==> config.mk <==
export PLATFORM = sky130hd
export DESIGN_NAME = pipe_cla_adder_flat
export DESIGN_NICKNAME = d
export VERILOG_FILES = /design/src/rtl/pipe_cla_adder_if.sv /design/src/rtl/pipe_cla_adder.sv /design/src/flat_wrapper.sv
export SDC_FILE = /design/constraint.sdc
export NUM_CORES = 1
export LEC_CHECK = 0
export CAP_MARGIN = 20
export CORE_MARGIN = 2
export CORE_UTILIZATION = 67
export DETAILED_ROUTE_END_ITERATION = 10
export DONT_BUFFER_PORTS = 1
export GPL_ROUTABILITY_DRIVEN = 1
export GPL_TIMING_DRIVEN = 0
export PLACE_DENSITY = 0.83
export SYNTH_ARGS = -nofsm -noshare
export SYNTH_HDL_FRONTEND = slang
export SYNTH_SLANG_ARGS = --single-unit
==> constraint.sdc <==
create_clock -name clk -period 3.32 [get_ports clk]
set_clock_uncertainty 0.05 [all_clocks]
set_input_delay 0.664 -clock clk [delete_from_list [all_inputs] [get_ports clk]]
set_output_delay 0.664 -clock clk [all_outputs]
set_load 0.005 [all_outputs]
==> src/rtl/pipe_cla_adder_if.sv <==
// Operand/result handshake bundle for pipe_cla_adder.
// ADDER_SUB_EN adds in_sub (toward the adder) and ovf (from the adder).
interface pipe_cla_adder_if #(
  parameter int WIDTH = 16
);
  logic             in_valid;
  logic             in_ready;
  logic [WIDTH-1:0] in_a;
  logic [WIDTH-1:0] in_b;
  logic             in_cin;
  logic             out_valid;
  logic             out_ready;
  logic [WIDTH-1:0] sum;
  logic             cout;
`ifdef ADDER_SUB_EN
  logic             in_sub;
  logic             ovf;

  modport master (output in_valid, in_a, in_b, in_cin, in_sub, out_ready,
                  input  in_ready, out_valid, sum, cout, ovf);
  modport slave  (input  in_valid, in_a, in_b, in_cin, in_sub, out_ready,
                  output in_ready, out_valid, sum, cout, ovf);
`else
  modport master (output in_valid, in_a, in_b, in_cin, out_ready,
                  input  in_ready, out_valid, sum, cout);
  modport slave  (input  in_valid, in_a, in_b, in_cin, out_ready,
                  output in_ready, out_valid, sum, cout);
`endif
endinterface

==> src/rtl/pipe_cla_adder.sv <==
// Pipelined CLA adder: one BLOCK-bit lookahead slice per stage; ADDER_SUB_EN adds A-B and ovf.
// Latency NBLK cycles from accept to out_valid, one result per cycle.
// A held output (out_valid & ~out_ready) freezes every stage and drops in_ready combinationally.
module pipe_cla_adder #(
  parameter int WIDTH = 16,
  parameter int BLOCK = 4
) (
  input logic             clk,
  input logic             rst,
  pipe_cla_adder_if.slave bus
);
  localparam int NBLK = WIDTH / BLOCK;

  if ((WIDTH % BLOCK) != 0 || WIDTH < BLOCK) begin : g_bad_param
    $error("pipe_cla_adder: WIDTH %0d must be a non-zero multiple of BLOCK %0d", WIDTH, BLOCK);
  end

  typedef struct packed {
    logic             vld;
    logic             c;
    logic [WIDTH-1:0] a;
    logic [WIDTH-1:0] b;
    logic [WIDTH-1:0] s;
  } stg_t;

  // Carries of one slice as a flat sum of products of g/p terms (no ripple).
  function automatic logic [BLOCK:0] cla_carry(input logic [BLOCK-1:0] g,
                                               input logic [BLOCK-1:0] p,
                                               input logic             c0);
    logic [BLOCK:0] c;
    logic           term;
    c    = '0;
    c[0] = c0;
    for (int i = 0; i < BLOCK; i++) begin
      term = c0;
      for (int j = 0; j <= i; j++) term = term & p[j];
      c[i+1] = term;
      for (int j = 0; j <= i; j++) begin
        term = g[j];
        for (int m = j + 1; m <= i; m++) term = term & p[m];
        c[i+1] = c[i+1] | term;
      end
    end
    return c;
  endfunction

  stg_t head;
  stg_t st     [NBLK];
  stg_t st_nxt [NBLK];
  logic stall;

`ifdef ADDER_SUB_EN
  logic ovf_nxt;
  logic ovf_q;
`endif

  always_comb begin
    head     = '0;
    head.vld = bus.in_valid;
    head.a   = bus.in_a;
`ifdef ADDER_SUB_EN
    head.b   = bus.in_sub ? ~bus.in_b : bus.in_b;
    head.c   = bus.in_sub | bus.in_cin;
`else
    head.b   = bus.in_b;
    head.c   = bus.in_cin;
`endif
  end

  for (genvar k = 0; k < NBLK; k++) begin : g_stage
    stg_t           cur;
    stg_t           nxt;
    logic [BLOCK-1:0] ga;
    logic [BLOCK-1:0] gb;
    logic [BLOCK:0]   c;

    if (k == 0) begin : g_head
      assign cur = head;
    end else begin : g_body
      assign cur = st[k-1];
    end

    assign ga = cur.a[k*BLOCK +: BLOCK];
    assign gb = cur.b[k*BLOCK +: BLOCK];
    assign c  = cla_carry(ga & gb, ga ^ gb, cur.c);

    always_comb begin
      nxt                     = cur;
      nxt.s[k*BLOCK +: BLOCK] = ga ^ gb ^ c[BLOCK-1:0];
      nxt.c                   = c[BLOCK];
    end
    assign st_nxt[k] = nxt;

`ifdef ADDER_SUB_EN
    // Signed overflow: carry into the MSB disagrees with the carry out of it.
    if (k == NBLK - 1) begin : g_last
      assign ovf_nxt = c[BLOCK-1] ^ c[BLOCK];
    end
`endif
  end

  assign stall        = st[NBLK-1].vld & ~bus.out_ready;
  assign bus.in_ready = ~stall;

  always_ff @(posedge clk) begin
    if (rst) begin
      for (int k = 0; k < NBLK; k++) st[k] <= '0;
`ifdef ADDER_SUB_EN
      ovf_q <= 1'b0;
`endif
    end else if (!stall) begin
      for (int k = 0; k < NBLK; k++) st[k] <= st_nxt[k];
`ifdef ADDER_SUB_EN
      ovf_q <= ovf_nxt;
`endif
    end
  end

  assign bus.out_valid = st[NBLK-1].vld;
  assign bus.sum       = st[NBLK-1].s;
  assign bus.cout      = st[NBLK-1].c;
`ifdef ADDER_SUB_EN
  assign bus.ovf       = ovf_q;
`endif
endmodule

==> src/flat_wrapper.sv <==
// flat-port wrapper written by rule: the top's interface ports become plain ports
module pipe_cla_adder_flat 
#(
  parameter int WIDTH = 16,
  parameter int BLOCK = 4
)
  (clk, rst, bus_in_valid, bus_in_a, bus_in_b, bus_in_cin, bus_out_ready, bus_in_ready, bus_out_valid, bus_sum, bus_cout);
  pipe_cla_adder_if #(.WIDTH(WIDTH)) bus_i ();
  input logic clk;
  input logic rst;
  input wire logic [$bits(bus_i.in_valid)-1:0] bus_in_valid;
  input wire logic [$bits(bus_i.in_a)-1:0] bus_in_a;
  input wire logic [$bits(bus_i.in_b)-1:0] bus_in_b;
  input wire logic [$bits(bus_i.in_cin)-1:0] bus_in_cin;
  input wire logic [$bits(bus_i.out_ready)-1:0] bus_out_ready;
  output wire logic [$bits(bus_i.in_ready)-1:0] bus_in_ready;
  output wire logic [$bits(bus_i.out_valid)-1:0] bus_out_valid;
  output wire logic [$bits(bus_i.sum)-1:0] bus_sum;
  output wire logic [$bits(bus_i.cout)-1:0] bus_cout;
  assign bus_i.in_valid = bus_in_valid;
  assign bus_i.in_a = bus_in_a;
  assign bus_i.in_b = bus_in_b;
  assign bus_i.in_cin = bus_in_cin;
  assign bus_i.out_ready = bus_out_ready;
  assign bus_in_ready = bus_i.in_ready;
  assign bus_out_valid = bus_i.out_valid;
  assign bus_sum = bus_i.sum;
  assign bus_cout = bus_i.cout;
  pipe_cla_adder #(.WIDTH(WIDTH), .BLOCK(BLOCK)) u_core (.clk(clk), .rst(rst), .bus(bus_i));
endmodule
# Word level (Yosys, flattened, before mapping)
# Memory sizes are Yosys's and may differ from the RTL's.
# Cells that the tools add are included.
[totals]
regBits = 0
mem_bits_rw = 200
input_bits = 37
out_inout_bits = 19
elab_cells = 109
mem_count = 1
[classes]
mux = 9
bitwise = 99
[memory_table]
columns = ["memory", "words", "word_bits", "rd", "rd_clocked_by_memory_dff", "write_ports", "line", "source"]
rows = [
  ["u_core.st", 4, 50, 4, 0, 4, "pipe_cla_adder.sv:48", "stg_t st [NBLK];"],
]
[op_table]
columns = ["operator", "count"]
rows = [
  ["$mux W50", 4],
  ["$or A1 B1 Y1", 44],
  ["$and A1 B1 Y1", 41],
  ["$xor A4 B4 Y4", 8],
  ["$and A4 B4 Y4", 4],
  ["$mux W1", 5],
  ["$not A1 Y1", 2],
]

# Longest topological paths before layout
# An unclocked memory read counts as a cell.
[depth]
depth_word = 11
mapped_depth = 5
ltp_nobuf = 5

# Worst setup path before layout
# No wires, ideal clock.
[synth_path]
path_kind = "input to register"
start = "input bus_out_ready"
end = "memory u_core.st[0][0] (netlist name), enable pin"
setup_time_ps = 414
t_arrival_ps = 1998
required_time_ps = 2856
setup_slack_ps = 859
stages = 2
path_buffers = 0
path_cell_list = "nand2b_4 > or2_2"
[synth_lines]
columns = ["element", "line", "source"]
rows = [
  ["start, declared", "flat_wrapper.sv:15", "input wire logic [$bits(bus_i.out_ready)-1:0] bus_out_ready;"],
  ["end, declared", "pipe_cla_adder.sv:48", ""],
]

==> flow_summary.ini <==
[synth]
ys_top_cells_by_area = edfxtp_1 70%, and2_1 12%, ha_1 6.1%
yosysWarnings = 0
yosys.area.top_type = edfxtp_1
synth-seq-area-share_pct = 69.8
synth-seq-cells = 96
syn_area_per_cell_sq_um = 15.8
synthDistinctLibCells = 20
syn-instance-count = 262
synth.top_cell.area_share_pct = 69.8
synth.cell_area_sq_um = 4130
syn_nets = 323

[critical_path]
cpMostUsedCell = ha_1
r2r-start = u_core.st[1][24]$_SDFFCE_PN0P_
worstSetupStartpointType = flop
crit_type = flop to flop
arrival_ns = 1.92
required_ns = 3.38
r2r_cells = 5
crit_buf_inv = 0
cpPeakStageDelay_ns = 0.44
cpLargestDelayFamily = compound AO/OA/AOI/OAI gates
end_kind = flop
r2r-end = u_core.st[2][48]$_SDFFCE_PN0P_
r2r_slack_ns = 1.46
cp_cell_sequence = ha_1 > ha_1 > o211ai_1 > a21boi_0 > o21a_1
cp_slowest_cell = edfxtp_1
path_max_fanout = 2

[global_route]
grt_pass1_wl_microns = 9480
grt_pass1_vias = 1924
grt_max_degree = 74
grt.overflow.total = 0
track_usage_pct = 19.7
antenna_found_initial = 0

[drt]
routed_wl_microns = 5860
detail_route.first_pass.iterations = 4
wl_per_cell_microns = 16.6
post-route-drc-count = 0
dr_total_vias = 1965
drtIter0Drc = 126
via_per_inst = 5.55
ant_nets = 0

[power_and_ir_drop]
power_report.internal_total_uw = 1830
power.switching_uw = 492
cellPowerDensity_nw_per_um2 = 522
p_seq_share_pct = 61.9
pwr-share-comb_pct = 6.1
p_leak_uw = 0.00185
peakVddDrop_v = 0.000361
p_sw_share_pct = 21.2
p_clk_share_pct = 32.0
total_power_uw = 2320

[clock_network]
postCtsSetupBuffers = 0
cts_made_buffers = 9
cts_tree = built
cts-resized-gates = 0
htreeDepth = 3
cts_buffer_depth = 2
cts_root_buffer = clkbuf_8
cts_hold_buf = 0
clk_pin_slew_ns = 0.09
clkLatencyLatePin_ns = 0.36
clock_sinks = 96

[die]
rows = 28
fp.dieW_microns = 82.5
core_sq_um = 5960
io_pins = 56
die_y_microns = 82.5
start_util_pct = 69.3
die_area_sq_um = 6810

[sta]
period_needed_ns = 1.86
tightestPinTransition_ns = 0.354
fmax_mhz = 537
hold_violations = 0
holdWs_ns = 0.449
rsz0062_at_grt = false
drv_slew = 0
fin_tns_setup_ns = 0
setup_viol = 0
slew_headroom_pct = 76.4
post-route-period-util_pct = 56.1

[final_layout]
regMostFlops = u_core.st
fin_area_sq_um = 4450
register_area_sq_um = 2880
nets = 335
reg_top3 = u_core.st (96)
largest_reg_flops = 96
final_cell_mix = 96 x edfxtp_1, 80 x and2_1, 20 x ha_1
multiInputGateArea_sq_um = 1190
n_antenna_cell = 0
final_util_pct = 74.7
area_delta_synth_final_pct = 7.76
drive_gt1_share_pct = 10.0
fillers = 381
final_common_cell = edfxtp_1

[run]
cap_violations = 0

[min_path]
whs_path_depth = 1
min_path_type = primary input to flop
worstHoldStart = bus_in_b[13]
hold_end = u_core.st[0][29]$_SDFFCE_PN0P_

[place]
portBuffers = 0
dp_hpwl_microns = 3890
gp_congestion = 0.727
place_area_sq_um = 4250

[outcome]
outcome = completed
==> synth_stat cells <==
master / instances
o211ai_1: 4
nor2_1: 4
buf_2: 8
o21a_1: 12
a21oi_1: 4
fa_1: 4
nand2b_1: 1
edfxtp_1: 96
nor3_1: 8
nand2b_4: 1
buf_6: 1
nand3b_1: 4
xnor2_1: 4
nor3b_1: 4
ha_1: 20
a21boi_0: 4
and2_1: 80
nor2b_4: 1
or2_2: 1
clkbuf_1: 1
==> worst max path at each step <==
| stage | start | end | slack (ns) | cells past startpoint |
|---|---|---|---|---|
| floorplan | bus_out_ready | u_core.st[0][0]$_SDFFCE_PN0P_ | 0.86 | 2 |
| global placement | bus_out_ready | u_core.st[0][46]$_SDFFCE_PN0P_ | 0.54 | 2 |
| CTS | u_core.st[0][20]$_SDFFCE_PN0P_ | u_core.st[1][48]$_SDFFCE_PN0P_ | 1.46 | 5 |
| finish | u_core.st[1][24]$_SDFFCE_PN0P_ | u_core.st[2][48]$_SDFFCE_PN0P_ | 1.46 | 5 |
| detailed placement | bus_in_b[0] | u_core.st[0][48]$_SDFFCE_PN0P_ | 1.32 | 5 |
| global route | u_core.st[2][28]$_SDFFCE_PN0P_ | u_core.st[3][15]$_SDFFCE_PN0P_ | 1.31 | 5 |
==> kinds of logic after synthesis <==
| kind of cell | count (synthesis) | synth area share [%] |
|---|---|---|
| simple gates | 104 | 15.9 |
| buf+inv | 10 | 1.33 |
| xor+xnor | 4 | 0.848 |
| fa+ha+maj | 24 | 8.00 |
| flops | 96 | 69.8 |
| compound gates | 24 | 4.12 |
==> power groups by stage <==
stage / Combinational, uW / Sequential [uW] / Clock, uW
2_1_floorplan: 108 / 1460 / 0
3_3_place_gp: 131 / 1460 / 0
3_5_place_dp: 141 / 1470 / 0
4_1_cts: 144 / 1440 / 750
5_1_grt: 162 / 1450 / 811
6_report: 142 / 1440 / 742
==> area by class of cell <==
cell class                      count  area share (%)
Buffer                             10            1.24
Clock buffer                        9            2.78
Clock inverter                      7            1.63
Multi-Input combinational cell    156            26.8
Sequential cell                    96            64.8
Tap cell                           75            2.11
Timing Repair Buffer                1           0.619
==> metrics by stage <==
step	instances	setup slack, ns
floorplan	262	0.859
global placement	337	0.540
detailed placement	338	1.32
CTS	354	1.46
global route	354	1.31
finish	354	1.46
==> routing by layer <==
layer  vias up  track usage (%)  part of all wire [%]
met1       928             26.3                    45
li1        966                -                     -
met5         -                0                     0
met4         0             6.89                   1.6
met3         9             5.54                   4.2
met2        62             31.5                    49
==> worst register-to-register path: stages, from the launching register on <==
cell	delay [ns]
edfxtp_1	0.44
ha_1	0.33
ha_1	0.22
o211ai_1	0.23
a21boi_0	0.17
o21a_1	0.19
(Power assumes the default switching activity.)
